`src/rtl/divrem_pipe.sv`:
```
`default_nettype none
// ============================================================================
// Module   : divrem_pipe
// Function : Iterative restoring unsigned divider, BITS_PER_CYCLE quotient
//            bits per clock, go/ready handshake. Optional macro
//            DIVREM_SIGNED_EN adds a sign input for two's-complement operands.
// Revision : 1.0 - initial release
// ============================================================================
module divrem_pipe #(
    parameter int WIDTH          = 16,
    parameter int BITS_PER_CYCLE = 1
) (
    input  logic             clk,
    input  logic             rst,
    input  logic             go,
    input  logic [WIDTH-1:0] num,
    input  logic [WIDTH-1:0] den,
`ifdef DIVREM_SIGNED_EN
    input  logic             sign,
`endif
    output logic             ready,
    output logic             error,
    output logic [WIDTH-1:0] quot,
    output logic [WIDTH-1:0] rem
);

    localparam int c_N  = WIDTH / BITS_PER_CYCLE;
    localparam int c_CW = $clog2(c_N + 1);

    generate
        if (WIDTH < 2 || !(BITS_PER_CYCLE == 1 || BITS_PER_CYCLE == 2 ||
                           BITS_PER_CYCLE == 4) || (WIDTH % BITS_PER_CYCLE) != 0)
        begin : g_bad_param
            $error("divrem_pipe: unsupported WIDTH/BITS_PER_CYCLE combination");
        end
    endgenerate

    typedef enum logic [0:0] {
        S_IDLE = 1'b0,
        S_CALC = 1'b1
    } state_t;

    state_t            r_state;
    state_t            w_state_nxt;

    logic [WIDTH-1:0]  r_pr;      // partial remainder, always < divisor
    logic [WIDTH-1:0]  r_qs;      // dividend bits shift out, quotient bits shift in
    logic [WIDTH-1:0]  r_den;
    logic [c_CW-1:0]   r_cnt;
    logic              r_neg_q;
    logic              r_neg_r;
    logic              r_error;
    logic [WIDTH-1:0]  r_quot;
    logic [WIDTH-1:0]  r_rem;

    logic              w_accept;
    logic              w_last;
    logic              w_den_zero;
    logic [WIDTH-1:0]  w_num_mag;
    logic [WIDTH-1:0]  w_den_mag;
    logic              w_num_neg;
    logic              w_den_neg;
    logic [WIDTH-1:0]  w_q_fix;
    logic [WIDTH-1:0]  w_r_fix;

    logic [WIDTH-1:0]  w_pr [0:BITS_PER_CYCLE];
    logic [WIDTH-1:0]  w_qs [0:BITS_PER_CYCLE];

`ifdef DIVREM_SIGNED_EN
    assign w_num_neg = sign & num[WIDTH-1];
    assign w_den_neg = sign & den[WIDTH-1];
`else
    assign w_num_neg = 1'b0;
    assign w_den_neg = 1'b0;
`endif
    // MIN/-1 needs no special case: |MIN| = 2^(WIDTH-1) is the MIN bit pattern.
    assign w_num_mag  = w_num_neg ? (~num + 1'b1) : num;
    assign w_den_mag  = w_den_neg ? (~den + 1'b1) : den;
    assign w_den_zero = (den == '0);

    assign w_accept = (r_state == S_IDLE) && go;
    assign w_last   = (r_state == S_CALC) && (r_cnt == c_CW'(1));

    assign w_pr[0] = r_pr;
    assign w_qs[0] = r_qs;

    generate
        for (genvar gi = 0; gi < BITS_PER_CYCLE; gi++) begin : g_step
            // The shifted trial value needs WIDTH+1 bits before the compare.
            logic [WIDTH:0] w_sh;
            logic           w_ge;
            assign w_sh = {w_pr[gi], w_qs[gi][WIDTH-1]};
            assign w_ge = (w_sh >= {1'b0, r_den});
            assign w_pr[gi+1] = w_ge ? WIDTH'(w_sh - {1'b0, r_den}) : w_sh[WIDTH-1:0];
            assign w_qs[gi+1] = {w_qs[gi][WIDTH-2:0], w_ge};
        end
    endgenerate

    assign w_q_fix = r_neg_q ? (~w_qs[BITS_PER_CYCLE] + 1'b1) : w_qs[BITS_PER_CYCLE];
    assign w_r_fix = r_neg_r ? (~w_pr[BITS_PER_CYCLE] + 1'b1) : w_pr[BITS_PER_CYCLE];

    always_ff @(posedge clk) begin
        if (rst) begin
            r_state <= S_IDLE;
        end else begin
            r_state <= w_state_nxt;
        end
    end

    always_comb begin
        w_state_nxt = r_state;
        case (r_state)
            S_IDLE: begin
                if (go && !w_den_zero) begin
                    w_state_nxt = S_CALC;
                end
            end
            S_CALC: begin
                if (r_cnt == c_CW'(1)) begin
                    w_state_nxt = S_IDLE;
                end
            end
            default: w_state_nxt = S_IDLE;
        endcase
    end

    always_ff @(posedge clk) begin
        if (rst) begin
            r_pr    <= '0;
            r_qs    <= '0;
            r_den   <= '0;
            r_cnt   <= '0;
            r_neg_q <= 1'b0;
            r_neg_r <= 1'b0;
            r_error <= 1'b0;
            r_quot  <= '0;
            r_rem   <= '0;
        end else if (w_accept) begin
            r_error <= w_den_zero;
            if (w_den_zero) begin
                r_quot <= '1;
                r_rem  <= num;
            end else begin
                r_pr    <= '0;
                r_qs    <= w_num_mag;
                r_den   <= w_den_mag;
                r_cnt   <= c_CW'(c_N);
                r_neg_q <= w_num_neg ^ w_den_neg;
                r_neg_r <= w_num_neg;
            end
        end else if (r_state == S_CALC) begin
            r_pr  <= w_pr[BITS_PER_CYCLE];
            r_qs  <= w_qs[BITS_PER_CYCLE];
            r_cnt <= r_cnt - 1'b1;
            if (w_last) begin
                r_quot <= w_q_fix;
                r_rem  <= w_r_fix;
            end
        end
    end

    assign ready = (r_state == S_IDLE);
    assign error = r_error;
    assign quot  = r_quot;
    assign rem   = r_rem;

endmodule
`default_nettype wire

```
`config.mk`:
```
export PLATFORM = sky130hd
export DESIGN_NAME = divrem_pipe
export DESIGN_NICKNAME = d
export VERILOG_FILES = /design/src/rtl/divrem_pipe.sv
export SDC_FILE = /design/constraint.sdc
export NUM_CORES = 1
export LEC_CHECK = 0
export CAP_MARGIN = 5
export CORE_UTILIZATION = 54
export DETAILED_ROUTE_END_ITERATION = 8
export MAX_ROUTING_LAYER = met4
export PLACE_DENSITY = 0.87
export SKIP_LAST_GASP = 1
export SYNTH_ARGS = -nofsm -noshare
export SYNTH_HDL_FRONTEND = slang
export SYNTH_SLANG_ARGS = --single-unit
```
`constraint.sdc`:
```
create_clock -name clk -period 3.3 [get_ports clk]
set_input_delay 0.495 -clock clk [delete_from_list [all_inputs] [get_ports clk]]
set_output_delay 0.495 -clock clk [all_outputs]
set_load 0.005 [all_outputs]
```
# Word-level counts from Yosys, hierarchy flattened
# Index checks and enable logic that the tools add are counted.
# word_totals
register_bits	87
inputBits	35
wordCells	47
# op_classes
n_addsub	2
n_lt_le_gt_ge	1
eq_ne	3
muxes	21
n_bitwise	2
reduce_logical	10
# op_table
op	count
$mux 16	15
$ge 17x16->1	1
$logic_not 16->1	1
$sub 16x16->16	1
$mux 5	3
$eq 5x1->1 const B	1
$sub 5x1->5 const B	1
$reduce_and 2->1	2
$reduce_bool 2->1	2
$logic_and 1x1->1	3
$reduce_and 3->1	1
$mux 1	2
$ne 2x1->1 const B	1
$ne 2x2->1 const B	1
$not 1->1	2
$pmux 1 s2	1
$logic_not 1->1	1

# Depth between registers and ports, before layout
# depth
depth_word	5
ltp_mapped	12
mapped_depth_nobuf	11

# Worst setup path after synthesis
# Ideal clock, no wire load.
# synth_path
kind	reg2reg
start	register r_qs[15]
end	register r_rem[14] (netlist: rem[14])
arrival_ps	2437
slack_ps	804
path_stages_with_launch	12
synth_period_minus_slack_ps	2496
path_cell_list	dfxtp_1 inv_1 ha_1 inv_1 fa_1 a21o_1 a221oi_2 o31ai_2 and3_1 a2111oi_1 o21bai_1 a31o_1
# synth_between
elab_chain_cells	5
# synth_rtl
item	line	source
start, declared	47	logic [WIDTH-1:0] r_qs;
start signal, assigned	145	r_qs <= w_num_mag;
start signal, assigned	153	r_qs <= w_qs[BITS_PER_CYCLE];
$sub 16x16->16 / $ge 17x16->1 (equally long branches)	94, 93	
$mux 16 *	94	assign w_pr[gi+1] = w_ge ? WIDTH'(w_sh - {1'b0, r_den}) : w_sh[WIDTH-1:0];
$mux 16 *	155	if (w_last) begin
$mux 16 *	151	end else if (r_state == S_CALC) begin
$mux 16 *	138	end else if (w_accept) begin
end signal, assigned	142	r_rem <= num;
end signal, assigned	157	r_rem <= w_r_fix;
end, declared	54	logic [WIDTH-1:0] r_rem;
# Mark *: on every way between the ends. The rest lies on a longest branch, timed or not. The select of a mux whose other input is x is not followed.
# A chain may end at the register's enable or synchronous reset.

# Worst setup path after layout
# layout_path
start	register r_den[1]
end	register r_rem[15] (netlist: rem[15])
# layout_between
elab_chain_cells	5
# layout_rtl
item	line	source
start, declared	48	logic [WIDTH-1:0] r_den;
start signal, assigned	146	r_den <= w_den_mag;
$sub 16x16->16 / $ge 17x16->1 (equally long branches)	94, 93	
$mux 16 *	94	
$mux 16 *	155	
$mux 16 *	151	
$mux 16 *	138	
# Marks and branches as above.

==> impl_metrics.toml <==
[setup_path]
worstSetupStartpointType = "register"
path_class = "reg2reg"
critPathArrivalTime_ps = 3200
r2r-start = "r_den[1]$_SDFFE_PP0P_"
worstPathMaxFanout = 13
worstPathRequired_ps = 3540
cp-startpoint = "r_den[1]$_SDFFE_PP0P_"
crit_path_end_kind = "register"

[synthesis]
syn_avg_cell_area_um2 = 7.90
syn_nets = 622
synthTopCellsByArea = "dfxtp_1 39%, nand2_1 8.0%, nor2_1 6.4%"
yosys.cell_types.count = 61
synth_cells = 568
synth_edf_count = 0
ys_seq_elements = 87
synthArstFlopShare_pct = 0
yosysWarningCount = 0
synth_top_area_share_pct = 38.8
ys_seq_area_share_pct = 38.8
syn-cell-area_um2 = 4490
ys.flop_type = "dfxtp_1"
synth_area_leader_cell = "dfxtp_1"

[placed_design]
place_ws_ps = 389
place_inst = 709
portBuffers = 68
place_hpwl_mm = 8.41
place_congestion = 0.911

[clock_tree]
cts_hold_repair.buffers = 0
insertion_delay_ps = 370
htreeDepth = 3
ctsResizeCount = 0
numClockSinks = 87
postCtsSetupBuffers = 0
cts_tree = "done"
cts_buffers = 9
cts_root_buffer = "clkbuf_8"
clk_pin_slew_worst_paths_ps = 90
clockBufferDepth = 2

[power]
p_sw_share_pct = 40.4
vdd_drop_max_mv = 0.410
pwr-share-seq_pct = 31.6
clockPowerShare_pct = 20.3
p_switching_w = 0.00158
internal_power_w = 0.00233
p_comb_share_pct = 48.1
cellLeakagePower_nw = 2.01
p_per_area_nw_per_um2 = 723

[timing]
relSlewSlack_pct = 52.4
max_slew.worst_pin.slew_ps = 714
layout_min_cycle_time_ps = 2960
hold_viol = 0
fin_skew_ps = 12.7
setup-tns-final_ps = 0
hold-worst-slack_ps = 461
rsz0062_at_grt = "false"
slew_viol_final = 0
setup_violations = 0
fin_ws_ps = 342
post-route-period-util_pct = 89.7
fmax_mhz = 338

[routing]
drtIter0Drc = 317
wire_per_inst_um = 16.0
drtPass1Iterations = 5
drc = 0
ant_nets = 0
avgViaCountPerCell = 5.94
routed_wl_mm = 11.6
via_count = 4308

[floorplanning]
die_x_um = 93.1
die_h_um = 93.1
initial_core_util_pct = 56.9
dieArea_um2 = 8680
core_um2 = 7890
row_count = 32
io_pins = 69

[worst_hold_path]
hold_start = "r_den[6]$_SDFFE_PP0P_"
hold_path.class = "reg2reg"

[job]
max_cap_violations = 0

[final_layout]
multiInputGateArea_um2 = 2490
fillers = 623
drive_above_1_share_pct = 6.42
final_cells = 725
final_common_cell = "nand2_1"
final_util_pct = 68.6
seq_area_um2 = 1740
n_antenna_cell = 0
final_cell_mix = "96 x nand2_1, 87 x dfxtp_1, 76 x nor2_1"
area_growth_pct = 20.6
nets = 672

[grt]
grt_max_degree = 46
grt_util_all_layers_pct = 29.1
grt_overflow_total = 0
grt_pass1_vias = 4117
antenna_found_initial = 0
grt_pass1_wl_mm = 19.4

[outcome]
status = "complete, no violations"
==> area by class of cell <==
cell class | count | area share, %
clock buffers | 10 | 2.54
clock inverters | 6 | 1.50
inverters | 22 | 1.53
multi-input cells | 420 | 46.0
flip-flops and latches | 87 | 32.2
well taps | 102 | 2.36
repair buffers | 78 | 13.9
==> final timing paths <==
| path | cells past startpoint | slack, ps | endpoint |
|---|---|---|---|
| min reg2reg | 2 | 460 | r_den[6]$_SDFFE_PP0P_ |
| min | 2 | 460 | r_den[6]$_SDFFE_PP0P_ |
| max | 10 | 340 | rem[15]$_SDFFE_PP0P_ |
| max reg2reg | 10 | 340 | rem[15]$_SDFFE_PP0P_ |
==> through the flow <==
stage / power [W] / instance area (um^2)
after floorplan: 0.00272 / 4490
after global placement: 0.00306 / 5190
after detailed placement: 0.00310 / 5190
after CTS: 0.00388 / 5410
after global routing: 0.00413 / 5410
final: 0.00391 / 5410
==> layer usage <==
layer  GRT usage, %  up-vias  part of all wire, %
met2           48.4      174                   49
met5              -        -                    0
met3           5.28       24                  6.1
met4           9.74        0                  2.2
li1               -     2092                    -
met1           35.7     2018                   42
==> logic make-up (layout without fill, tap and decap cells) <==
group	after synthesis	in the layout	share of synthesized area [%]
AND/OR/NAND/NOR	242	242	24.2
AO/OA/AOI/OAI	129	129	19.4
flip-flops	87	87	38.8
buffers and inverters	61	116	5.77
adder cells (fa/ha/maj)	19	19	5.47
multiplexers	16	16	3.60
XOR/XNOR	14	14	2.73
==> power by group through the flow <==
stage / Combinational [W] / Sequential (W) / Clock [W]
2_1_floorplan: 0.00148 / 0.00123 / 0
3_3_place_gp: 0.00180 / 0.00125 / 0
3_5_place_dp: 0.00184 / 0.00126 / 0
4_1_cts: 0.00186 / 0.00123 / 0.000793
5_1_grt: 0.00204 / 0.00125 / 0.000847
6_report: 0.00188 / 0.00124 / 0.000794
==> cell usage after synthesis (2+ instances only) <==
cell type,count
nand2_1,96
dfxtp_1,87
nor2_1,76
a21oi_1,35
o21ai_0,25
clkbuf_1,24
nor3_1,24
inv_1,22
a311oi_1,19
ha_1,18
mux2i_1,15
buf_2,10
xnor2_1,9
o22ai_1,8
or3_1,7
a21o_1,6
a31oi_1,6
nor4_1,6
xor2_1,5
a211oi_1,4
nand3_1,4
nand4_1,4
and2_1,3
and4_1,3
nand2b_1,3
nor2b_1,3
a2111oi_0,2
a21oi_2,2
and3_1,2
buf_6,2
clkbuf_2,2
nor3b_1,2
nor4b_1,2
o2111ai_1,2
o21a_1,2
o21bai_1,2
o31ai_1,2
==> sequential cells by signal, indices dropped and copies added, names as in the netlist <==
register and count:
quot 16, r_den 16, r_pr 16, r_qs 16, rem 16, r_cnt 5
error 1, r_state 1
==> critical path: stages (launching register included) <==
cell and delay (ps):
dfxtp_1 350, inv_1 100, ha_1 310, nor2b_1 220, o2111ai_1 280, a21oi_2 280
nor3_4 80, a21oi_2 390, buf_4 330, mux2i_1 330, a311oi_1 150
Note: power is estimated with default switching activity, not from simulation.
